File: config.mk
export PLATFORM = sky130hd
export DESIGN_NAME = dbg_arbiter
export DESIGN_NICKNAME = d
export VERILOG_FILES = /design/src/rtl/dbg_arbiter.sv
export SDC_FILE = /design/constraint.sdc
export NUM_CORES = 1
export LEC_CHECK = 0
export CORE_MARGIN = 1
export CORE_UTILIZATION = 37
export CTS_CLUSTER_DIAMETER = 50
export DETAILED_ROUTE_END_ITERATION = 6
export GPL_TIMING_DRIVEN = 0
export PLACE_DENSITY_LB_ADDON = 0.1
export SLEW_MARGIN = 20
export SYNTH_ARGS = -nofsm -noshare
export SYNTH_HDL_FRONTEND = slang
export SYNTH_SLANG_ARGS = --single-unit
File: constraint.sdc
create_clock -name clk -period 2.1 [get_ports clk]
set_clock_uncertainty 0.15 [all_clocks]
set_input_delay 0.21 -clock clk [delete_from_list [all_inputs] [get_ports clk]]
set_output_delay 0.21 -clock clk [all_outputs]
set_load 0.005 [all_outputs]
File: src/rtl/dbg_arbiter.sv
// dbg_arbiter: two-port round-robin arbiter and command sequencer in front of dbg_module.
// Each accepted request is issued once, held until ready or timeout, and answered to its owner.
module dbg_arbiter #(
  parameter int unsigned TIMEOUT_CYCLES = 1024
) (
  input  logic        clk,
  input  logic        rst_i,
  input  logic        req0_valid_i,
  output logic        req0_ready_o,
  input  logic [7:0]  req0_cmd_i,
  input  logic [31:0] req0_addr_i,
  input  logic [31:0] req0_data_i,
  input  logic        req1_valid_i,
  output logic        req1_ready_o,
  input  logic [7:0]  req1_cmd_i,
  input  logic [31:0] req1_addr_i,
  input  logic [31:0] req1_data_i,
  output logic        rsp0_valid_o,
  output logic [31:0] rsp0_data_o,
  output logic        rsp0_err_o,
  output logic        rsp1_valid_o,
  output logic [31:0] rsp1_data_o,
  output logic        rsp1_err_o,
  output logic [7:0]  dbg_cmd_o,
  output logic [31:0] dbg_addr_o,
  output logic [31:0] dbg_data_o,
  input  logic [31:0] dbg_data_i,
  input  logic        dbg_ready_i,
  output logic        busy_o,
  output logic        owner_o
);
  typedef enum logic [1:0] {IDLE, ISSUE, WAIT} state_t;
  state_t state;
  logic last_q, owner, grant, win, multi, timed_out, done, done_err;
  logic [7:0] cmd_q;
  logic [31:0] addr_q, data_q, cnt, done_data;
  always_comb begin
    multi = cmd_q inside {8'h01, 8'h02, [8'h11:8'h16]};
    win = (req0_valid_i && req1_valid_i) ? ~last_q : req1_valid_i;
    grant = !rst_i && state == IDLE && dbg_ready_i && (req0_valid_i || req1_valid_i);
    timed_out = TIMEOUT_CYCLES != 0 && cnt == 32'(TIMEOUT_CYCLES);
    done = (state == ISSUE && !multi) || (state == WAIT && (dbg_ready_i || timed_out));
    done_data = (state == WAIT && dbg_ready_i) ? dbg_data_i : 32'h0;
    done_err = done && state == WAIT && !dbg_ready_i;
  end
  assign req0_ready_o = grant && !win;
  assign req1_ready_o = grant && win;
  // Drop the command as soon as dbg_module signals ready so it is never re-issued.
  assign dbg_cmd_o = (state == ISSUE || (state == WAIT && !dbg_ready_i)) ? cmd_q : 8'h00;
  assign dbg_addr_o = addr_q;
  assign dbg_data_o = data_q;
  assign busy_o = state != IDLE;
  assign owner_o = owner;
  always_ff @(posedge clk) begin
    if (rst_i) begin
      state <= IDLE;
      last_q <= 1'b1;
      owner <= 1'b0;
      cmd_q <= '0;
      addr_q <= '0;
      data_q <= '0;
      cnt <= '0;
      rsp0_valid_o <= 1'b0;
      rsp0_data_o <= '0;
      rsp0_err_o <= 1'b0;
      rsp1_valid_o <= 1'b0;
      rsp1_data_o <= '0;
      rsp1_err_o <= 1'b0;
    end else begin
      rsp0_valid_o <= done && !owner;
      rsp0_data_o <= owner ? 32'h0 : done_data;
      rsp0_err_o <= done_err && !owner;
      rsp1_valid_o <= done && owner;
      rsp1_data_o <= owner ? done_data : 32'h0;
      rsp1_err_o <= done_err && owner;
      if (grant) begin
        state <= ISSUE;
        cmd_q <= win ? req1_cmd_i : req0_cmd_i;
        addr_q <= win ? req1_addr_i : req0_addr_i;
        data_q <= win ? req1_data_i : req0_data_i;
        owner <= win;
        last_q <= win;
      end else if (done) begin
        state <= IDLE;
      end else if (state == ISSUE) begin
        state <= WAIT;
        cnt <= '0;
      end else if (state == WAIT) begin
        cnt <= cnt + 32'd1;
      end
    end
  end
endmodule

==> metrics, run 1 <==
Routed Wire Length 29150 um; die area 0.01931 mm^2; Bufs on Longest Clock Path 2; Least-Margin Pin Slew 626.7 ps; VDD IR max 0.0006462 V; max-cap violations 0; static leakage 4.407 nW; max incr delay on CP 380 ps; mux cell area share after synthesis 0%; min-delay worst type primary input to register; Synth Area in Adders 0.9012%; synth top area cells dfxtp_1, a222oi_1, nor2_1; via count 8011; share of cells above drive strength 1 18.99%; die height 139.0 um; CP delay by family, top buffers and inverters; clock-pin slew on the worst setup and hold paths 70 ps; unrepaired setup endpoints after global routing yes; Crit Path Max Fanout 6; CP endpoint kind register; design area 0.01203 mm^2; Gate Count Post-Synth 763; xor and xnor fraction of the mapped netlist area 0%; Main synth FF type dfxtp_1; fin worst setup slack -122.7 ps; Worst setup SP type register; WHS Endpoint rsp0_data_o[17]; Via density 5.698; largest net degree at the start of global routing 18; Starting Density 38.25%; vias in the first global route 7768; Layout Nets 1347; Mapped Nets 949; initial antenna violation count 3; CP Cell Sequence inv_2 -> ha_4 -> nor4bb_2 -> nand4_1 -> buf_4 -> o2bb2ai_4 -> buf_6 -> buf_6 -> o21ai_1 -> a31oi_1; Avg Synthesized Cell Area 9.098 um^2; fillers 1468; Slew Limit Fails 0; largest family of logic cells by synthesized area simple AND/OR/NAND/NOR gates; clock sink count 176; complex-gate fraction of the synthesized area 18.55%; CP arrival 2430 ps; cts hold-fix bufs 0; Power, Total 8.583 mW; reg-to-reg slack, setup -120 ps; most used cell, CP buf_6; hold path depth 3; GR Overflow Total 0; Crit Reg-Reg Startpoint cnt[1]; Hold Crit Start dbg_data_i[17]; CTS tree yes; WL per Instance 20.73 um; row count 49; I/O pin count 325; # H-tree levels 4; number of enable flip-flop cells after synthesis 0; Pwr per Cell Area 713.5 mW/mm^2; dpl cell area 0.01047 mm^2; fin crit share 105.8%; Setup violations, final 40; GPL Wtd Cong 0.9170; DRT Pass-1 Iters 7; failing checks DRC, setup timing; status finished with violations; DRC Markers 10; port bufs 324; Die Wd 139.0 um; TritonCTS buffer count 17; Starting DRT DRC Count 976; CTS root buffer clkbuf_16; FMAX 449.9 MHz; worst skew pair latency 430 ps; Finished Core Util 66.29%; normalized max-slew margin 58.22%; Post-Synth Simple-Gate Area 24.68%; Seq/Total Area, Yosys 50.76%; slowest cell on the critical path dfxtp_4; half-perimeter wire length after placement 20060 um; ys async rst share 0%; top cell type's share of synthesized area 50.76%; Final Critical Period 2223 ps; synthesized area 0.006942 mm^2; Reg-to-Reg End cnt[20]; warnings from Yosys 0; Area Growth Syn to Fin 73.29%; post-route ant nets 0; final number of hold-violating endpoints 0; post-synth top area cell dfxtp_1; Total GRT Usage 29.12%; reg2reg path depth 10; Yosys reg bits 176; core area 0.01815 mm^2; crit path buf inv count 4; Cell variety after synth 54; WS Path Type register to register; CP Data Required Time 2310 ps; Hold WS 160.8 ps; first-pass GRT wire length 43670 um
[Yosys cell counts, types with 2 or more instances]
cell and n:
a31o_2 2, nor3_1 28, clkbuf_1 52, nand3_4 2
a31oi_1 16, dfxtp_1 176, and2_1 5, or4b_1 4
buf_2 7, or2_2 3, ha_1 5, a21boi_0 3
o2111ai_1 2, o31ai_1 3, buf_1 6, inv_1 19
a221o_1 2, a41oi_1 2, a222oi_1 72, and4_1 2
nor2_1 159, nand2_1 46, o311ai_0 5, nand3_1 18
nor3b_1 3, o21ai_0 15, or4_1 3, nor4_4 3
clkbuf_2 4, o32ai_1 3, nor4_1 15, or3_1 7
a311o_1 6, a2111oi_0 4, nand4_1 16, a21oi_1 6
nor4b_1 4, nor2b_1 11, nand3b_1 9
[cell type report]
cell class | instances | area, um^2 | share of cell area (%)
antenna | 3 | 7.507 | 0.06241
tap | 229 | 286.5 | 2.382
inverter | 19 | 76.32 | 0.6345
clock buffer | 19 | 432.9 | 3.599
buffer | 69 | 483.0 | 4.015
multi-input combinational | 498 | 3416 | 28.40
timing repair buffer | 380 | 3664 | 30.46
clock inverter | 13 | 117.6 | 0.9777
sequential | 176 | 3546 | 29.48
[report_power, final]
part / internal, mW / switching, mW / total [mW] / leakage [nW]
Clock: 1.57 / 1.49 / 3.06 / 0.267
Sequential: 3.46 / 0.0953 / 3.56 / 1.43
Combinational: 1.05 / 0.914 / 1.97 / 2.71
Total: 6.08 / 2.50 / 8.58 / 4.41
[logic make-up after synthesis]
| group | Yosys count |
|---|---|
| AOI/OAI and AO/OA | 149 |
| DFF | 176 |
| buffers and inverters | 89 |
| adders and majority gates | 5 |
| and+or+nand+nor | 344 |
[state kept, by name, summed over array words and instances (netlist names), 2 cells and up]
register and flops:
cmd_q 8, rsp1_data_o 32, cnt 32, state 2
rsp0_data_o 32, dbg_data_o 32, dbg_addr_o 32
[through the flow]
| step | setup slack [ps] | TNS [ps] | cells |
|---|---|---|---|
| floorplan | 41.53 | 0 | 763 |
| global placement | -1113 | -110760 | 1316 |
| detailed placement | -1165 | -118930 | 1316 |
| CTS | -51.08 | -305.6 | 1388 |
| global route | -213.6 | -5162 | 1406 |
| finish | -122.7 | -2530 | 1406 |
[metal layers]
| metal | part of all wire (%) | wire length [um] | GRT usage, % |
|---|---|---|---|
| met5 | 0 | 0 | 0 |
| met4 | 3.9 | 1131 | 11.75 |
| met3 | 10 | 2905 | 9.358 |
| met2 | 50 | 14450 | 50.48 |
| met1 | 37 | 10660 | 33.05 |
[placed cells by master, fill, tap and decap left out, drive strengths merged, types with 17 or more instances in the layout]
master,count
inv,28
nand3,20
nor4,18
nand4,17
a222oi,72
nand2,46
clkbuf,62
nor2,159
clkdlybuf4s50,313
buf,92
dfxtp,176
nor3,28
[how the worst max path moves through the flow]
stage / end / from / cells after the start / slack (ps)
after floorplan: cnt[26] / state[0] / 8 / 40
after global placement: req0_ready_o / rst_i / 6 / -1110
after detailed placement: req0_ready_o / rst_i / 6 / -1170
after CTS: cnt[23] / cnt[0] / 7 / -50
after global routing: cnt[16] / cnt[0] / 6 / -210
final: cnt[20] / cnt[1] / 10 / -120
[what timing repair did]
| action | in CTS | in global routing |
|---|---|---|
| resized for setup | 162 | 110 |
| cloned | 3 | 0 |
| pin swaps | 30 | 34 |
| buffers inserted | 37 | 17 |
| setup endpoints to repair | 130 | 141 |
[tightest hold or removal path, cell delays in order]
cell	delay [ps]
clkdlybuf4s50_1	390
nand2_1	70
nor2_1	40
No activity file was read; power rests on OpenSTA's default activity.
==> run 2, diff against run 1 <==
Settings changed: CELL_PAD_IN_SITES_DETAIL_PLACEMENT set to 1, CELL_PAD_IN_SITES_GLOBAL_PLACEMENT set to 2, CORE_UTILIZATION 37 to 21.
==> run 2 against run 1 <==
The run ends with setup timing left; count of clock-buffer cells in the layout decreased by 2; maximum frequency increased by 0.29%; die area increased by 75%; first-iteration DRC count decreased by 44%; setup slack improved by 6.4 ps; via count decreased by 3.1%; largest cell class unchanged; highest routed layer unchanged.
==> metrics, run 2 (synthesis gave the netlist of run 1 again) <==
status finished with violations; failing checks setup timing; Routed Wire Length 34460 um; Hold WS 153.9 ps; CP Data Required Time 2280 ps; CP endpoint kind register; CP arrival 2400 ps; Crit Path Max Fanout 5; Setup violations, final 38; Worst setup SP type register; Starting Density 21.34%; TNS Setup -2337 ps; CTS root buffer clkbuf_16; Least-Margin Pin Slew 749.4 ps; DRC Markers 0; fillers 3678; # H-tree levels 4; static leakage 4.621 nW; final number of hold-violating endpoints 0; I/O pin count 325; Total GRT Usage 20.25%; WS Path Type register to register; Area Growth Syn to Fin 84.55%; FMAX 451.2 MHz; WL per Instance 21.19 um; Place WS -1484 ps; most common cell after layout, fill and taps aside clkdlybuf4s50_1; Starting DRT DRC Count 551; CTS tree yes; core area 0.03254 mm^2; unrepaired setup endpoints after global routing yes; share of cells above drive strength 1 21.85%; half-perimeter wire length after placement 24840 um; dpl cells 1529; largest net degree at the start of global routing 19; vias in the first global route 8130; fin cells 1626; Slew Limit Fails 0; die height 183.8 um; Layout Nets 1354; GPL Wtd Cong 0.8109; Pwr per Cell Area 722.7 mW/mm^2; port bufs 324; post-route ant nets 0; Via density 4.772; initial antenna violation count 3; max-cap violations 0; clock-pin slew on the worst setup and hold paths 80 ps; Final Critical Period 2216 ps; die area 0.03379 mm^2; worst skew pair latency 460 ps; fin worst setup slack -116.4 ps; fin crit share 105.5%; normalized max-slew margin 50.04%; cts hold-fix bufs 0; DRT Pass-1 Iters 6; Finished Core Util 39.37%; VDD IR max 0.0006226 V; Bufs on Longest Clock Path 2; row count 66; clock sink count 176; first-pass GRT wire length 50920 um; Die Wd 183.8 um; most frequent cells in the layout clkdlybuf4s50_1, dfxtp_1, nor2_1, a222oi_1, buf_4; TritonCTS buffer count 17; min-delay worst type primary input to register; via count 7759; GR Overflow Total 0
[run 2: critical path, stage by stage, from the launching register on]
cell and delay, ps:
dfxtp_4 370, inv_4 60, ha_4 130, nor4bb_4 280, nand4_1 160, buf_6 170
a2bb2oi_4 200, buf_6 150, clkbuf_16 160, a31oi_2 180, o32ai_1 100
[run 2: routing by layer]
layer	global-route usage (%)	vias to the layer above	wire length (um)
met5	0	-	0
met4	5.267	0	425
met3	7.944	18	2700
met2	35.50	234	17610
met1	22.71	3819	13730
li1	-	3688	-
[run 2: power breakdown]
| group | switching, mW | internal (mW) | total (mW) |
|---|---|---|---|
| combinational | 1.00 | 1.24 | 2.24 |
| sequential | 0.0953 | 3.46 | 3.56 |
| clock | 1.63 | 1.82 | 3.46 |
[run 2: final timing paths]
kind | from | end | slack, ps | cells past startpoint
hold reg to reg | last_q | last_q | 330 | 1
setup / recovery | cnt[1] | cnt[24] | -120 | 10
hold / removal | dbg_data_i[27] | rsp0_data_o[27] | 150 | 3
setup reg to reg | cnt[1] | cnt[24] | -120 | 10
[run 2: layout make-up]
| type | count | area [um^2] | share of cell area (%) |
|---|---|---|---|
| diodes | 3 | 7.507 | 0.05860 |
| plain buffers | 69 | 575.6 | 4.493 |
| clock buffers | 17 | 425.4 | 3.321 |
| clock inverters | 15 | 188.9 | 1.475 |
| inverters | 19 | 81.33 | 0.6348 |
| multi-input cells | 498 | 3566 | 27.83 |
| flip-flops and latches | 176 | 3557 | 27.77 |
| well taps | 442 | 553.0 | 4.317 |
| repair buffers | 387 | 3856 | 30.10 |
[run 2: per-stage QoR]
stage,area [um^2],power (mW)
3_3_place_gp,10740,5.175
4_1_cts,12230,9.134
2_1_floorplan,6942,4.237
5_1_grt,12810,9.698
3_5_place_dp,10740,5.176
6_report,12810,9.258
[run 2: what timing repair did]
item / 4_1_cts / 5_1_grt
gates cloned: 2 / 2
gates resized for setup: 216 / 136
endpoints found under the setup margin: 182 / 132
pin swaps: 45 / 43
setup buffers: 41 / 19
